<file path="src/rtl/servant_acc_seq_pkg.sv">
// servant_acc_seq_pkg: register map, status bits, opcodes, FSM states and FIFO entry layout
package servant_acc_seq_pkg;
  localparam logic [2:0] REG_ADR = 3'd0;
  localparam logic [2:0] REG_WDAT = 3'd1;
  localparam logic [2:0] REG_RDREQ = 3'd2;
  localparam logic [2:0] REG_STATUS = 3'd3;
  localparam logic [2:0] REG_RDATA = 3'd4;
  localparam logic [2:0] REG_POLL = 3'd5;
  localparam int ST_BUSY = 0;
  localparam int ST_EMPTY = 1;
  localparam int ST_FULL = 2;
  localparam int ST_RVALID = 3;
  localparam int ST_DONE = 4;
  localparam int ST_TIMEOUT = 5;
  localparam int ST_OVF = 6;
  typedef enum logic [1:0] {OP_WR = 2'd0, OP_RD = 2'd1, OP_POLL = 2'd2} op_e;
  typedef enum logic [2:0] {S_IDLE, S_WR, S_RD_WAIT, S_POLL_WAIT, S_POLL_CHK} state_e;
  typedef struct packed {
    op_e op;
    logic [12:0] adr;
    logic [31:0] dat;
  } cmd_t;
  localparam int ENTRY_W = $bits(cmd_t);
endpackage

</file>
<file path="src/rtl/servant_acc_seq_fifo.sv">
// servant_acc_seq_fifo: first-word-fall-through sync FIFO with flush; full/empty from pointer MSBs
module servant_acc_seq_fifo #(
  parameter int DEPTH = 8,
  parameter int W = 47
) (
  input  logic         clk,
  input  logic         rst,
  input  logic         flush,
  input  logic         push,
  input  logic         pop,
  input  logic [W-1:0] din,
  output logic [W-1:0] dout,
  output logic         full,
  output logic         empty
);
  localparam int AW = $clog2(DEPTH);
  logic [AW:0] wp, rp;
  logic [W-1:0] mem [DEPTH];
  logic do_push, do_pop;
  assign empty = wp == rp;
  assign full = (wp[AW] != rp[AW]) && (wp[AW-1:0] == rp[AW-1:0]);
  assign dout = mem[rp[AW-1:0]];
  // a push into a full FIFO is still taken when the head leaves in the same cycle
  assign do_push = push && (!full || pop) && !flush;
  assign do_pop = pop && !empty && !flush;
  always_ff @(posedge clk or posedge rst)
    if (rst) begin
      wp <= '0;
      rp <= '0;
    end else if (flush) begin
      wp <= '0;
      rp <= '0;
    end else begin
      wp <= do_push ? wp + 1'b1 : wp;
      rp <= do_pop ? rp + 1'b1 : rp;
    end
  always_ff @(posedge clk)
    if (do_push) mem[wp[AW-1:0]] <= din;
endmodule

</file>
<file path="src/rtl/servant_acc_seq.sv">
// servant_acc_seq: Wishbone-fed command FIFO replayed as write/read/poll on the accelerator bus
module servant_acc_seq
  import servant_acc_seq_pkg::*;
#(
  parameter int FIFO_DEPTH = 8,
  parameter int RD_LAT = 1,
  parameter int TIMEOUT_W = 16
) (
  input  logic        i_clk,
  input  logic        i_rst,
  input  logic [2:0]  i_wb_adr,
  input  logic [31:0] i_wb_dat,
  input  logic        i_wb_we,
  input  logic        i_wb_cyc,
  output logic [31:0] o_wb_rdt,
  output logic        o_wb_ack,
  output logic [12:0] o_acc_adr,
  output logic [31:0] o_acc_dat,
  output logic        o_acc_we,
  input  logic [31:0] i_acc_rdt,
  output logic        o_irq
);
  localparam int CW = $clog2(RD_LAT + 1);
  state_e state, next;
  cmd_t push_cmd, head;
  logic stb, wr, rd, push, pop, full, empty, w1c, ovf_set;
  logic poll_st, lat_done, capture, done_set, tmo_set, hit;
  logic ovf, tmo, done, rvalid;
  logic [CW-1:0] cnt;
  logic [TIMEOUT_W-1:0] tcnt;
  logic [4:0] bit_q;
  logic [12:0] adr_q;
  logic [31:0] rdata, status;
  assign stb = i_wb_cyc && !o_wb_ack;
  assign wr = stb && i_wb_we;
  assign rd = stb && !i_wb_we;
  assign push = wr && (i_wb_adr == REG_WDAT || i_wb_adr == REG_RDREQ || i_wb_adr == REG_POLL);
  assign w1c = wr && i_wb_adr == REG_STATUS;
  assign pop = state == S_IDLE && !empty;
  assign ovf_set = push && full && !pop;
  assign poll_st = state == S_POLL_WAIT || state == S_POLL_CHK;
  assign lat_done = cnt == CW'(RD_LAT);
  assign capture = state == S_RD_WAIT && lat_done;
  assign done_set = state == S_POLL_CHK && hit;
  assign tmo_set = poll_st && &tcnt && !done_set;
  assign status = {25'b0, ovf, tmo, done, rvalid, full, empty, state != S_IDLE || !empty};
  assign o_irq = done || tmo;
  assign push_cmd = '{
    op:  i_wb_adr == REG_WDAT ? OP_WR : i_wb_adr == REG_RDREQ ? OP_RD : OP_POLL,
    adr: i_wb_adr == REG_WDAT ? adr_q : i_wb_dat[12:0],
    dat: i_wb_adr == REG_WDAT ? i_wb_dat : i_wb_adr == REG_POLL ? {27'b0, i_wb_dat[20:16]} : 32'b0
  };
  servant_acc_seq_fifo #(.DEPTH(FIFO_DEPTH), .W(ENTRY_W)) u_fifo (
    .clk(i_clk),
    .rst(i_rst),
    .flush(tmo_set),
    .push(push),
    .pop(pop),
    .din(push_cmd),
    .dout(head),
    .full(full),
    .empty(empty)
  );
  always_comb begin
    next = state;
    case (state)
      S_IDLE:      next = empty ? S_IDLE : head.op == OP_WR ? S_WR : head.op == OP_RD ? S_RD_WAIT : S_POLL_WAIT;
      S_WR:        next = S_IDLE;
      S_RD_WAIT:   next = lat_done ? S_IDLE : S_RD_WAIT;
      S_POLL_WAIT: next = tmo_set ? S_IDLE : lat_done ? S_POLL_CHK : S_POLL_WAIT;
      S_POLL_CHK:  next = (done_set || tmo_set) ? S_IDLE : S_POLL_WAIT;
      default:     next = S_IDLE;
    endcase
  end
  always_ff @(posedge i_clk or posedge i_rst)
    if (i_rst) begin
      state <= S_IDLE;
      cnt <= '0;
      tcnt <= '0;
      hit <= 1'b0;
      bit_q <= '0;
      adr_q <= '0;
      rdata <= '0;
      ovf <= 1'b0;
      tmo <= 1'b0;
      done <= 1'b0;
      rvalid <= 1'b0;
      o_acc_adr <= '0;
      o_acc_dat <= '0;
      o_acc_we <= 1'b0;
      o_wb_ack <= 1'b0;
      o_wb_rdt <= '0;
    end else begin
      state <= next;
      cnt <= ((state == S_RD_WAIT || state == S_POLL_WAIT) && !lat_done) ? cnt + CW'(1) : '0;
      tcnt <= pop ? '0 : poll_st ? tcnt + 1'b1 : tcnt;
      hit <= (state == S_POLL_WAIT && lat_done) ? i_acc_rdt[bit_q] : hit;
      bit_q <= pop ? head.dat[4:0] : bit_q;
      adr_q <= (wr && i_wb_adr == REG_ADR) ? i_wb_dat[12:0] : adr_q;
      rdata <= capture ? i_acc_rdt : rdata;
      // setting a flag outranks a same-cycle clear from the CPU
      ovf <= ovf_set || (ovf && !(w1c && i_wb_dat[ST_OVF]));
      tmo <= tmo_set || (tmo && !(w1c && i_wb_dat[ST_TIMEOUT]));
      done <= done_set || (done && !(w1c && i_wb_dat[ST_DONE]));
      rvalid <= capture || (rvalid && !(rd && i_wb_adr == REG_RDATA));
      o_acc_adr <= pop ? head.adr : o_acc_adr;
      o_acc_dat <= (pop && head.op == OP_WR) ? head.dat : o_acc_dat;
      o_acc_we <= pop && head.op == OP_WR;
      o_wb_ack <= stb;
      o_wb_rdt <= !rd ? '0 : i_wb_adr == REG_STATUS ? status : i_wb_adr == REG_RDATA ? rdata : '0;
    end
endmodule

</file>
<file path="config.mk">
export PLATFORM = sky130hd
export DESIGN_NAME = servant_acc_seq
export DESIGN_NICKNAME = d
export VERILOG_FILES = /design/src/rtl/servant_acc_seq_pkg.sv /design/src/rtl/servant_acc_seq_fifo.sv /design/src/rtl/servant_acc_seq.sv
export SDC_FILE = /design/constraint.sdc
export NUM_CORES = 1
export LEC_CHECK = 0
export BUFFER_PORTS_ARGS = -buffer_cell sky130_fd_sc_hd__buf_2
export CAP_MARGIN = 20
export CELL_PAD_IN_SITES_DETAIL_PLACEMENT = 1
export CELL_PAD_IN_SITES_GLOBAL_PLACEMENT = 2
export CORE_MARGIN = 2
export CORE_UTILIZATION = 40
export CTS_CLUSTER_DIAMETER = 100
export DETAILED_ROUTE_END_ITERATION = 12
export GPL_ROUTABILITY_DRIVEN = 1
export PLACE_DENSITY_LB_ADDON = 0.1
export SYNTH_ARGS = -nofsm -noshare
export SYNTH_HDL_FRONTEND = slang
export SYNTH_SLANG_ARGS = --single-unit
</file>
<file path="constraint.sdc">
create_clock -name i_clk -period 7 [get_ports i_clk]
set_input_delay 0.7 -clock i_clk [delete_from_list [all_inputs] [get_ports i_clk]]
set_output_delay 0.7 -clock i_clk [all_outputs]
set_load 0.02 [all_outputs]
</file>
==> results.ini, run 1 <==
[detailed_routing]
post-route-drc-count = 0
avgRoutedWirePerCell_um = 23.6
routed_wl_mm = 49.0
drt-initial-drc-count = 685
postRouteAntennaNets = 0
routed_via_density = 5.21
dr_total_vias = 10800
firstDrtPassIters = 4

[run]
max-cap-violations = 0

[global_routing]
grt_pass1_vias = 11600
grt_max_degree = 134
grt_remaining_overflow = 0
grt_pass1_wl_mm = 74.6
grtUsageTotal_pct = 18.5
antenna_found_initial = 2

[hold_path]
min-delay-path-class = input pin to async pin

[clocking]
cts_buffers = 57
htreeDepth = 2
clockBufferDepth = 3
clk_pin_slew_worst_paths_ps = 60
clock_latency_ps = 610
postCtsSetupBuffers = 0
ctsHoldBuffers = 0
cts.sink_count = 538
post_cts_resized = 0
root_buffer = clkbuf_16
cts_tree = done

[critical_path]
worst-path-max-fanout = 36
endpoint_kind = register
worst_ep_required_time_ps = 7250
crit_chain = xor2_1 > or4b_4 > o21ai_4 > or3_4 > nor2_4 > buf_4
reg2reg_to = u_fifo.mem[4][4]
slowest_delay_ps = 850
start_kind = register
slowest_stage = dfrtp_4
worstPathArrival_ps = 3770
reg2reg_depth = 6
r2r_slack_ps = 3480
path_class = register to register
worstReg2RegStart = u_fifo.rp[1]

[sta]
min_period_over_period_pct = 50.3
fin_crit_ps = 3520
fmax_mhz = 284
rsz0062_at_grt = no
fin_ws_ps = 3480
timing_worst_slew_pin_value_ps = 945
skew_ps = 15.6
drv_slew = 0
setup_viol = 0
hold_violations = 0
fin_setup_tns_ps = 0
slew_headroom_pct = 37.0

[die]
start_util_pct = 40.3
dieArea_um2 = 54800
rows = 84
core-area_um2 = 52400
die_h_um = 234
io_pins = 151
die_w_um = 234

[pwr]
peakVddDrop_v = 0.000233
powerDensity_nw_per_um2 = 388
p_leak_nw = 9.30

[synthesis]
yosys_warnings = 0
synth-seq-area-share_pct = 72.5
synthCells = 1171
yosys_register_bits = 538
synth_edf_count = 376
synth.distinct_cells = 55
async_flop_share_pct = 30.1
ys.flop_type = edfxtp_1
synth_nets = 1245
synth_area_um2 = 21200
syn_area_per_cell_um2 = 18.1

[final_layout]
regArea_um2 = 15400
layout-drive-gt1-share_pct = 32.7
final_common_cell = edfxtp_1
areaGrowthSynthToFinish_pct = 16.8
fin_nets = 1414
num-fill-cells = 4926
multi_input_area_um2 = 5540
final_cell_mix = edfxtp_1 (376), dfrtp_1 (159), buf_2 (150), mux4_2 (94), nand2_1 (75)

[run_status]
status = finished, final reports clean

[place]
buffer_ports.inserted = 150
pre_cts_slack_ps = 3170
hpwl_mm = 28.8
gp_congestion = 0.729

[flip-flops by register name, indices dropped and copies added (netlist names), 5 cells and up]
signal,cells
u_fifo.mem,376
bit_q,5
tcnt,16
o_acc_adr,13
adr_q,13
o_wb_rdt,32
rdata,32
o_acc_dat,32
[cell families after synthesis]
kind of cell | Yosys count | share of synthesized area [%]
buf+inv | 68 | 1.66
fa+ha+maj | 3 | 0.177
xor+xnor | 21 | 0.869
compound gates | 90 | 2.73
flops | 538 | 72.5
simple gates | 232 | 5.78
mux | 219 | 16.3
[metal layers]
metal  GRT usage, %  share of wire (%)
met1           26.2                 46
met2           30.0                 49
met3           3.09                3.5
met4           4.25                1.7
met5              0                  0
[report_power, final]
part	switching [mW]	internal, mW
clock network	1.25	1.91
registers	0.355	3.76
logic	1.24	1.07
total	2.85	6.74
[synthesized netlist by cell type, types with 4 or more instances]
cell type | count | area (um2)
edfxtp_1 | 376 | 11300
dfrtp_1 | 162 | 4050
nor2b_1 | 4 | 25.0
buf_2 | 26 | 130
a21oi_1 | 13 | 65.1
inv_1 | 8 | 30.0
nor3_1 | 4 | 20.0
and2_1 | 52 | 325
mux2_2 | 58 | 653
or3_1 | 4 | 25.0
nand3b_1 | 4 | 30.0
o21ai_2 | 15 | 131
nand2_1 | 75 | 282
clkbuf_1 | 19 | 71.3
o21ai_0 | 40 | 200
buf_6 | 7 | 78.8
mux2i_1 | 67 | 671
nor2_1 | 44 | 165
buf_1 | 5 | 18.8
xnor2_1 | 6 | 52.6
a22o_1 | 6 | 52.6
nand2b_1 | 12 | 75.1
mux4_2 | 94 | 2120
nand3_1 | 10 | 50.1
xor2_1 | 15 | 131
[worst max-delay path by stage]
stage                     depth (start not counted)  slack (ps)                 to          from
after floorplan                                   7        1480   u_fifo.mem[1][0]   i_wb_adr[2]
after global placement                            7        3240  u_fifo.mem[2][12]   i_wb_adr[2]
after detailed placement                          7        3170   u_fifo.mem[4][4]   i_wb_adr[2]
after CTS                                         6        3400  u_fifo.mem[4][46]  u_fifo.rp[1]
after global routing                              7        3230   u_fifo.mem[7][4]  u_fifo.rp[1]
final                                             6        3480   u_fifo.mem[4][4]  u_fifo.rp[1]
[area by class of cell]
| class | instances | area share [%] |
|---|---|---|
| Antenna cell | 1 | 0.0101 |
| Clock buffer | 75 | 6.50 |
| Clock inverter | 31 | 1.56 |
| Inverter | 8 | 0.142 |
| Multi-Input combinational cell | 565 | 22.4 |
| Sequential cell | 538 | 62.1 |
| Tap cell | 688 | 3.48 |
| Timing Repair Buffer | 170 | 3.78 |
[worst max-delay path: cells and delay by family, from the launching register on]
| family | cells | cell delay, ps |
|---|---|---|
| simple gates | 3 | 1250 |
| flops | 1 | 850 |
| buf+inv | 1 | 570 |
| xor+xnor | 1 | 360 |
| compound gates | 1 | 90 |
[stage by stage]
stage / hold slack [ps] / util (%) / power [mW] / instances / cell area (um2)
floorplan: 449 / - / 5.87 / 1171 / 21200
global placement: 456 / 43.3 / 6.51 / 1968 / 22700
detailed placement: 463 / 43.3 / 6.56 / 1968 / 22700
CTS: 30.7 / 47.1 / 9.76 / 2074 / 24700
global route: 48.8 / 47.1 / 10.1 / 2076 / 24700
finish: 46.9 / 47.1 / 9.60 / 2076 / 24700
No activity file was read; power rests on OpenSTA's default activity.
==> run 2: changes to the inputs <==
--- a/config.mk
+++ b/config.mk
@@ -5,12 +5,13 @@
 export SDC_FILE = /design/constraint.sdc
 export NUM_CORES = 1
 export LEC_CHECK = 0
+export ABC_AREA = 1
 export BUFFER_PORTS_ARGS = -buffer_cell sky130_fd_sc_hd__buf_2
 export CAP_MARGIN = 20
 export CELL_PAD_IN_SITES_DETAIL_PLACEMENT = 1
 export CELL_PAD_IN_SITES_GLOBAL_PLACEMENT = 2
 export CORE_MARGIN = 2
-export CORE_UTILIZATION = 40
+export CORE_UTILIZATION = 36
 export CTS_CLUSTER_DIAMETER = 100
 export DETAILED_ROUTE_END_ITERATION = 12
 export GPL_ROUTABILITY_DRIVEN = 1
==> constraint.sdc (replaced) <==
create_clock -name i_clk -period 3.2 [get_ports i_clk]
set_input_delay 0.32 -clock i_clk [delete_from_list [all_inputs] [get_ports i_clk]]
set_output_delay 0.32 -clock i_clk [all_outputs]
set_load 0.02 [all_outputs]
==> run 2 against run 1 <==
Compared with the run above:
- sequential power increased by 110%
- highest routed layer unchanged
- critical endpoint is now o_acc_dat[17]
- sequential cell count is the same
- sequential share of layout area is 2.7 points lower
- utilization fell by 4.1 points
- synthesized area increased by 2.8%
- first-iteration DRC count grew 29%
- cell area increased by 4.5%
==> results.ini, run 2 <==
[detailed_routing]
dr_total_vias = 14800  ; +37%
postRouteAntennaNets = 0  ; unchanged
drt-initial-drc-count = 887  ; +29%
routed_via_density = 5.01  ; -3.9%
firstDrtPassIters = 5  ; +1
routed_wl_mm = 58.7  ; +20%
post-route-drc-count = 0  ; unchanged
avgRoutedWirePerCell_um = 19.8  ; -16%

[final_layout]
areaGrowthSynthToFinish_pct = 18.7
final_cell_mix = edfxtp_1 (376), nand2_1 (350), nor2_1 (334), o21ai_0 (215), dfrtp_1 (159)
layout-drive-gt1-share_pct = 14.8  ; -18 points
final_common_cell = edfxtp_1
num_antenna_cells = 0  ; -1
design_area_um2 = 25800  ; +4.5%
num-fill-cells = 6464  ; +31%
fin_cells = 2960  ; +43%
largest_register_ff_count = 376  ; unchanged
fin_nets = 2201  ; +56%

[pwr]
peakVddDrop_v = 0.000461  ; +98%
p_sw_mw = 7.87  ; +180%
swShare_pct = 35.6  ; +5.8 points
pwr-share-seq_pct = 38.8  ; -4.1 points
internal_power_mw = 14.2  ; +110%
powerDensity_nw_per_um2 = 856  ; +120%
pwr-share-clk_pct = 31.3  ; -1.7 points
p_leak_nw = 10.5  ; +13%
p_comb_share_pct = 29.9  ; +5.8 points

[synthesis]
synthCells = 1946  ; +66%
yosys_register_bits = 538  ; unchanged
synth-seq-area-share_pct = 70.5  ; -2.0 points
syn_area_per_cell_um2 = 11.2  ; -38%
synth_top_area_share_pct = 51.9  ; -1.5 points
ys.flop_type = edfxtp_1
synth_edf_count = 376  ; unchanged
synthTopCellsByArea = edfxtp_1 (52%), dfrtp_1 (19%), nand2_1 (6.1%)
synth_area_um2 = 21800  ; +2.8%
async_flop_share_pct = 30.1  ; unchanged
yosys_warnings = 0  ; unchanged
synth.distinct_cells = 41  ; -25%
synth_nets = 2020  ; +62%
synth.largest_area_cell = edfxtp_1
ys_top_cells_by_count = edfxtp_1 (376), nand2_1 (351), nor2_1 (342)
yosysMostFrequentCell = edfxtp_1

[sta]
fin_ws_ps = 637  ; -2840 ps
rsz0062_at_grt = no
fmax_mhz = 390  ; +37%
fin_crit_ps = 2560  ; -957 ps
skew_ps = 11.2  ; -4.39 ps
min_period_over_period_pct = 80.1  ; +30 points
timing_worst_slew_pin_value_ps = 1050  ; +105 ps
setup_viol = 0  ; unchanged
slew_headroom_pct = 30.0  ; -7.0 points
hold_violations = 0  ; unchanged
drv_slew = 0  ; unchanged

[clocking]
cts_tree = done
root_buffer = clkbuf_16
cts_buffers = 60  ; +5.3%
htreeDepth = 2  ; unchanged
postCtsSetupBuffers = 0  ; unchanged
clock_latency_ps = 620  ; about the same
clockBufferDepth = 3  ; unchanged
post_cts_resized = 0  ; unchanged
clk_pin_slew_worst_paths_ps = 60  ; about the same
cts.sink_count = 538  ; unchanged

[run_status]
status = finished, final reports clean

[critical_path]
worst-path-buf-inv = 2  ; +1
worst-path-max-fanout = 42  ; +17%
endpoint_kind = register
worst_ep_required_time_ps = 3750  ; -3500 ps
slowest_delay_ps = 470  ; -380 ps
start_kind = register
worstPathArrival_ps = 3120  ; -650 ps
crit_chain = xor2_1 > nor2_1 > nand3_2 > nand2_4 > inv_2 > nand3_2 > buf_4 > nand2_1 > nand2_1
crit_cells = 9  ; +3
slowest_stage = dfrtp_1
reg2reg_depth = 9  ; +3
path_class = register to register
crit_family = simple AND/OR/NAND/NOR gates

[run]
max-cap-violations = 0  ; unchanged

[die]
die_h_um = 250  ; +6.8%
die_w_um = 250  ; +6.8%
io_pins = 151  ; unchanged
start_util_pct = 36.2  ; -4.1 points
core-area_um2 = 60000  ; +14%
rows = 90  ; +7.1%
dieArea_um2 = 62400  ; +14%

[global_routing]
grt_remaining_overflow = 0  ; unchanged
grt_max_degree = 99  ; -26%
grt_pass1_wl_mm = 91.8  ; +23%
grtUsageTotal_pct = 18.9  ; +0.43 points
antenna_found_initial = 3  ; +1
grt_pass1_vias = 15500  ; +34%

[place]
post_dp_cell_area_um2 = 23500  ; +3.4%
buffer_ports.inserted = 150  ; unchanged
gp_congestion = 0.748  ; +2.6%
hpwl_mm = 35.2  ; +22%
place_inst = 2811  ; +43%
pre_cts_slack_ps = 432  ; -2740 ps

[hold_path]
min_path_cells = 3
min-delay-path-class = input pin to register

## run 2: changes by cell type in the layout (fill, tap and decap cells not counted), sizes merged, moves of 67 or more
cell	before	now
nor2	44	344
nand2	75	353
o21ai	58	237
inv	10	111
mux4	94	0
mux2i	67	0
o22ai	3	70
## run 2: cells by family after synthesis
group | after synthesis | synth area share, %
AO/OA/AOI/OAI | 380 | 9.60
XOR/XNOR | 12 | 0.518
adder cells (fa/ha/maj) | 3 | 0.173
buffers and inverters | 219 | 4.39
flip-flops | 538 | 70.5
multiplexers | 7 | 0.362
AND/OR/NAND/NOR | 787 | 14.4
## run 2: tightest hold or removal path: stages
cell and delay [ps]:
buf_2 80, inv_1 70, o21ai_0 160
## run 2: layout make-up
type / count / area (um2) / share of cell area (%)
Clock buffer: 80 / 1650 / 6.38
Clock inverter: 33 / 342 / 1.32
Inverter: 112 / 427 / 1.65
Multi-Input combinational cell: 1189 / 5520 / 21.4
Sequential cell: 538 / 15400 / 59.5
Tap cell: 782 / 978 / 3.79
Timing Repair Buffer: 226 / 1550 / 5.99
## run 2: through the flow
step,setup TNS [ps],power [mW],hold slack [ps],utilization [%]
final,0,22.1,48.9,43.0
after global routing,0,23.6,50.4,43.0
after CTS,0,22.5,14.8,43.0
after detailed placement,0,15.4,457,39.1
after global placement,0,15.3,450,39.1
after floorplan,-150670,13.3,448,-
## run 2: worst paths after layout
path / to / start / slack, ps
min: adr_q[8] / i_wb_dat[8] / 50
min reg2reg: o_wb_ack / o_wb_ack / 470
max: o_acc_dat[17] / u_fifo.wp[2] / 640
min in group asynchronous: o_wb_rdt[2] / i_rst / 360
max reg2reg: o_acc_dat[17] / u_fifo.wp[2] / 640
max in group asynchronous: u_fifo.rp[0] / i_rst / 2030
## run 2: per-layer routing
layer  track usage [%]  part of all wire [%]
met1              25.9                    47
met2              31.9                    48
met3              2.78                   3.6
met4              4.29                   1.8
met5                 0                     0
## run 2: power groups by stage
stage                     registers (mW)  logic [mW]  clock network (mW)
after floorplan                     8.93        4.37                   0
after global placement              8.70        6.59                   0
final                               8.58        6.61                6.92
after global routing                8.67        7.51                7.38
after CTS                           8.59        6.78                7.11
after detailed placement            8.72        6.72                   0
## run 2: timing repair
action	CTS	global route
endpoints found under the setup margin	0	0
hold endpoints to repair	58	0
hold buffers	35	0
==> run 3: changes to the inputs <==
--- a/config.mk
+++ b/config.mk
@@ -5,13 +5,13 @@
 export SDC_FILE = /design/constraint.sdc
 export NUM_CORES = 1
 export LEC_CHECK = 0
-export ABC_AREA = 1
+export ABC_AREA = 0
 export BUFFER_PORTS_ARGS = -buffer_cell sky130_fd_sc_hd__buf_2
 export CAP_MARGIN = 20
 export CELL_PAD_IN_SITES_DETAIL_PLACEMENT = 1
 export CELL_PAD_IN_SITES_GLOBAL_PLACEMENT = 2
 export CORE_MARGIN = 2
-export CORE_UTILIZATION = 36
+export CORE_UTILIZATION = 40
 export CTS_CLUSTER_DIAMETER = 100
 export DETAILED_ROUTE_END_ITERATION = 12
 export GPL_ROUTABILITY_DRIVEN = 1
==> constraint.sdc (replaced) <==
create_clock -name i_clk -period 2.1 [get_ports i_clk]
set_input_delay 0.21 -clock i_clk [delete_from_list [all_inputs] [get_ports i_clk]]
set_output_delay 0.21 -clock i_clk [all_outputs]
set_load 0.02 [all_outputs]
==> run 3 against run 2 <==
Compared with the run above:
- the flow now finishes with violations (negative setup slack)
- non-clock buffer count rose by 112
- sequential power up 54%
- via count decreased by 23%
- global-route usage up 0.71 points
- cell area grew 3.7%
- sequential cell count did not move
- first-iteration DRC count decreased by 26%
- critical endpoint is now u_fifo.mem[2][42]
- largest cell class unchanged
==> results.ini, run 3 (synthesized netlist as in run 1, its figures left out) <==
[run_status]
status = complete, but fails checks
violations = negative setup slack

[global_routing]
grt_remaining_overflow = 0  ; unchanged
grt_max_degree = 45  ; -55%
grt_pass1_vias = 12600  ; -19%
antenna_found_initial = 0  ; -3
grt_pass1_wl_mm = 79.3  ; -14%
grtUsageTotal_pct = 19.6  ; +0.71 points

[place]
gp_congestion = 0.760  ; +1.5%
hpwl_mm = 33.7  ; -4.3%
buffer_ports.inserted = 150  ; unchanged
post_dp_cell_area_um2 = 23900  ; +2.0%

[detailed_routing]
postRouteAntennaNets = 0  ; unchanged
post-route-drc-count = 0  ; unchanged
drt-initial-drc-count = 658  ; -26%
dr_total_vias = 11400  ; -23%
avgRoutedWirePerCell_um = 23.5  ; +19%
routed_wl_mm = 52.7  ; -10%
routed_via_density = 5.10  ; +1.8%
firstDrtPassIters = 5  ; unchanged

[clocking]
cts_buffers = 57  ; -5.0%
clockBufferDepth = 3  ; unchanged
cts.sink_count = 538  ; unchanged
clk_pin_slew_worst_paths_ps = 60  ; about the same
cts_tree = done
root_buffer = clkbuf_16
clock_latency_ps = 600  ; -20 ps
htreeDepth = 2  ; unchanged

[final_layout]
areaGrowthSynthToFinish_pct = 26.5
design_area_um2 = 26800  ; +3.7%
final_cell_mix = edfxtp_1 (376), dfrtp_1 (159), buf_2 (150), mux4_2 (94), buf_4 (81)
fin_nets = 1582  ; -28%
largest_register_ff_count = 376  ; unchanged
fin_util_pct = 51.0  ; +8.0 points
final_common_cell = edfxtp_1
layout-drive-gt1-share_pct = 37.1  ; +22 points

[critical_path]
path_class = register to register
crit_top_cell = buf_12
crit_family = simple AND/OR/NAND/NOR gates
reg2reg_depth = 8  ; -1
worstReg2RegStart = u_fifo.rp[1]
reg2reg_to = u_fifo.mem[2][42]
crit_end = u_fifo.mem[2][42]
endpoint_kind = register
worst_ep_required_time_ps = 2450  ; -1300 ps
slowest_delay_ps = 560  ; +90 ps
startpoint = u_fifo.rp[1]
worst-path-max-fanout = 6  ; -86%
start_kind = register
worst-path-buf-inv = 3  ; +1
slowest_stage = or4b_4
crit_cells = 8  ; -1
worstPathArrival_ps = 2680  ; -440 ps
r2r_slack_ps = -230  ; -870 ps
crit_chain = xor2_2 > or4b_4 > o21ai_4 > or3_4 > buf_12 > nor2_4 > buf_12 > clkbuf_16

[sta]
slew_headroom_pct = 55.0  ; +25 points
fin_crit_ps = 2330  ; -230 ps
fmax_mhz = 429  ; +9.9%
drv_slew = 0  ; unchanged
skew_ps = 20.0  ; +8.77 ps
rsz0062_at_grt = yes
whs_ps = 95.3  ; +46.3 ps
min_period_over_period_pct = 111  ; +31 points
timing_worst_slew_pin_value_ps = 673  ; -377 ps
setup_viol = 402  ; +402
fin_ws_ps = -233  ; -870 ps
hold_violations = 0  ; unchanged

[die]
core-area_um2 = 52400  ; -13%
rows = 84  ; -6.7%
die_w_um = 234  ; -6.3%
start_util_pct = 40.3  ; +4.1 points
io_pins = 151  ; unchanged
die_h_um = 234  ; -6.3%
dieArea_um2 = 54800  ; -12%

[pwr]
p_leak_nw = 10.2  ; -2.3%
peakVddDrop_v = 0.000748  ; +62%
powerDensity_nw_per_um2 = 1230  ; +44%

[hold_path]
min_from = i_wb_dat[26]
min-delay-path-class = input pin to register

[run]
max-cap-violations = 0  ; unchanged

## run 3: changes by cell type in the layout (fill, tap and decap cells not counted), sizes merged, moves of 27 or more
cell and delta:
nand3 -54, buf +94, mux2 +51, a21oi -28
nor2 -300, nand2 -278, mux4 +94, and2 +52
o211ai -27, o22ai -67, o21ai -179, mux2i +67
inv -104
## run 3: worst min path at each step
stage	end	slack, ps	cells after the start
detailed placement	tcnt[6]	350	2
global placement	bit_q[3]	350	2
finish	u_fifo.mem[2][26]	100	2
CTS	u_fifo.mem[2][26]	80	2
floorplan	adr_q[10]	360	1
global route	u_fifo.mem[6][26]	110	2
## run 3: what timing repair did
item	in CTS	in global routing
gates cloned	4	5
endpoints found under the hold margin	61	0
pin swaps	3	6
resized for setup	9	14
buffers inserted	15	9
endpoints found under the setup margin	412	429
hold buffers	47	0
## run 3: final cells by class
type / instances / area [um2]
fillers: 4904 / 25700
flip-flops and latches: 538 / 15400
multi-input cells: 565 / 5620
repair buffers: 338 / 3000
clock buffers: 76 / 1580
well taps: 688 / 861
clock inverters: 26 / 312
inverters: 8 / 33.8
diodes: 1 / 2.50
## run 3: routing by layer
metal | up-vias | routed length (um) | track usage, %
met4 | 0 | 832 | 4.83
met2 | 194 | 26300 | 33.3
met5 | - | 0 | 0
met1 | 6000 | 24100 | 27.1
met3 | 60 | 1530 | 2.38
li1 | 5162 | - | -
## run 3: report_power, final
part           leakage, nW  internal (mW)  total (mW)  switching (mW)
clock network        0.930           6.10        10.2            4.07
logic                 3.79           4.50        9.60            5.09
registers             5.52           12.5        13.2           0.641
## run 3: worst register-to-register path, cell delays in order, from the launching register on
cell	delay (ps)
dfrtp_4	480
xor2_2	180
or4b_4	560
o21ai_4	200
or3_4	190
buf_12	120
nor2_4	40
buf_12	150
clkbuf_16	170
## run 3: metrics by stage
stage,TNS (ps),instances,worst slack (ps),power (mW)
after floorplan,-211760,1171,-922,19.7
after global placement,-67190,2060,-261,22.9
after detailed placement,-65960,2060,-252,23.1
after CTS,-66700,2228,-218,33.4
after global routing,-95450,2239,-281,34.7
final,-64320,2240,-233,33.0
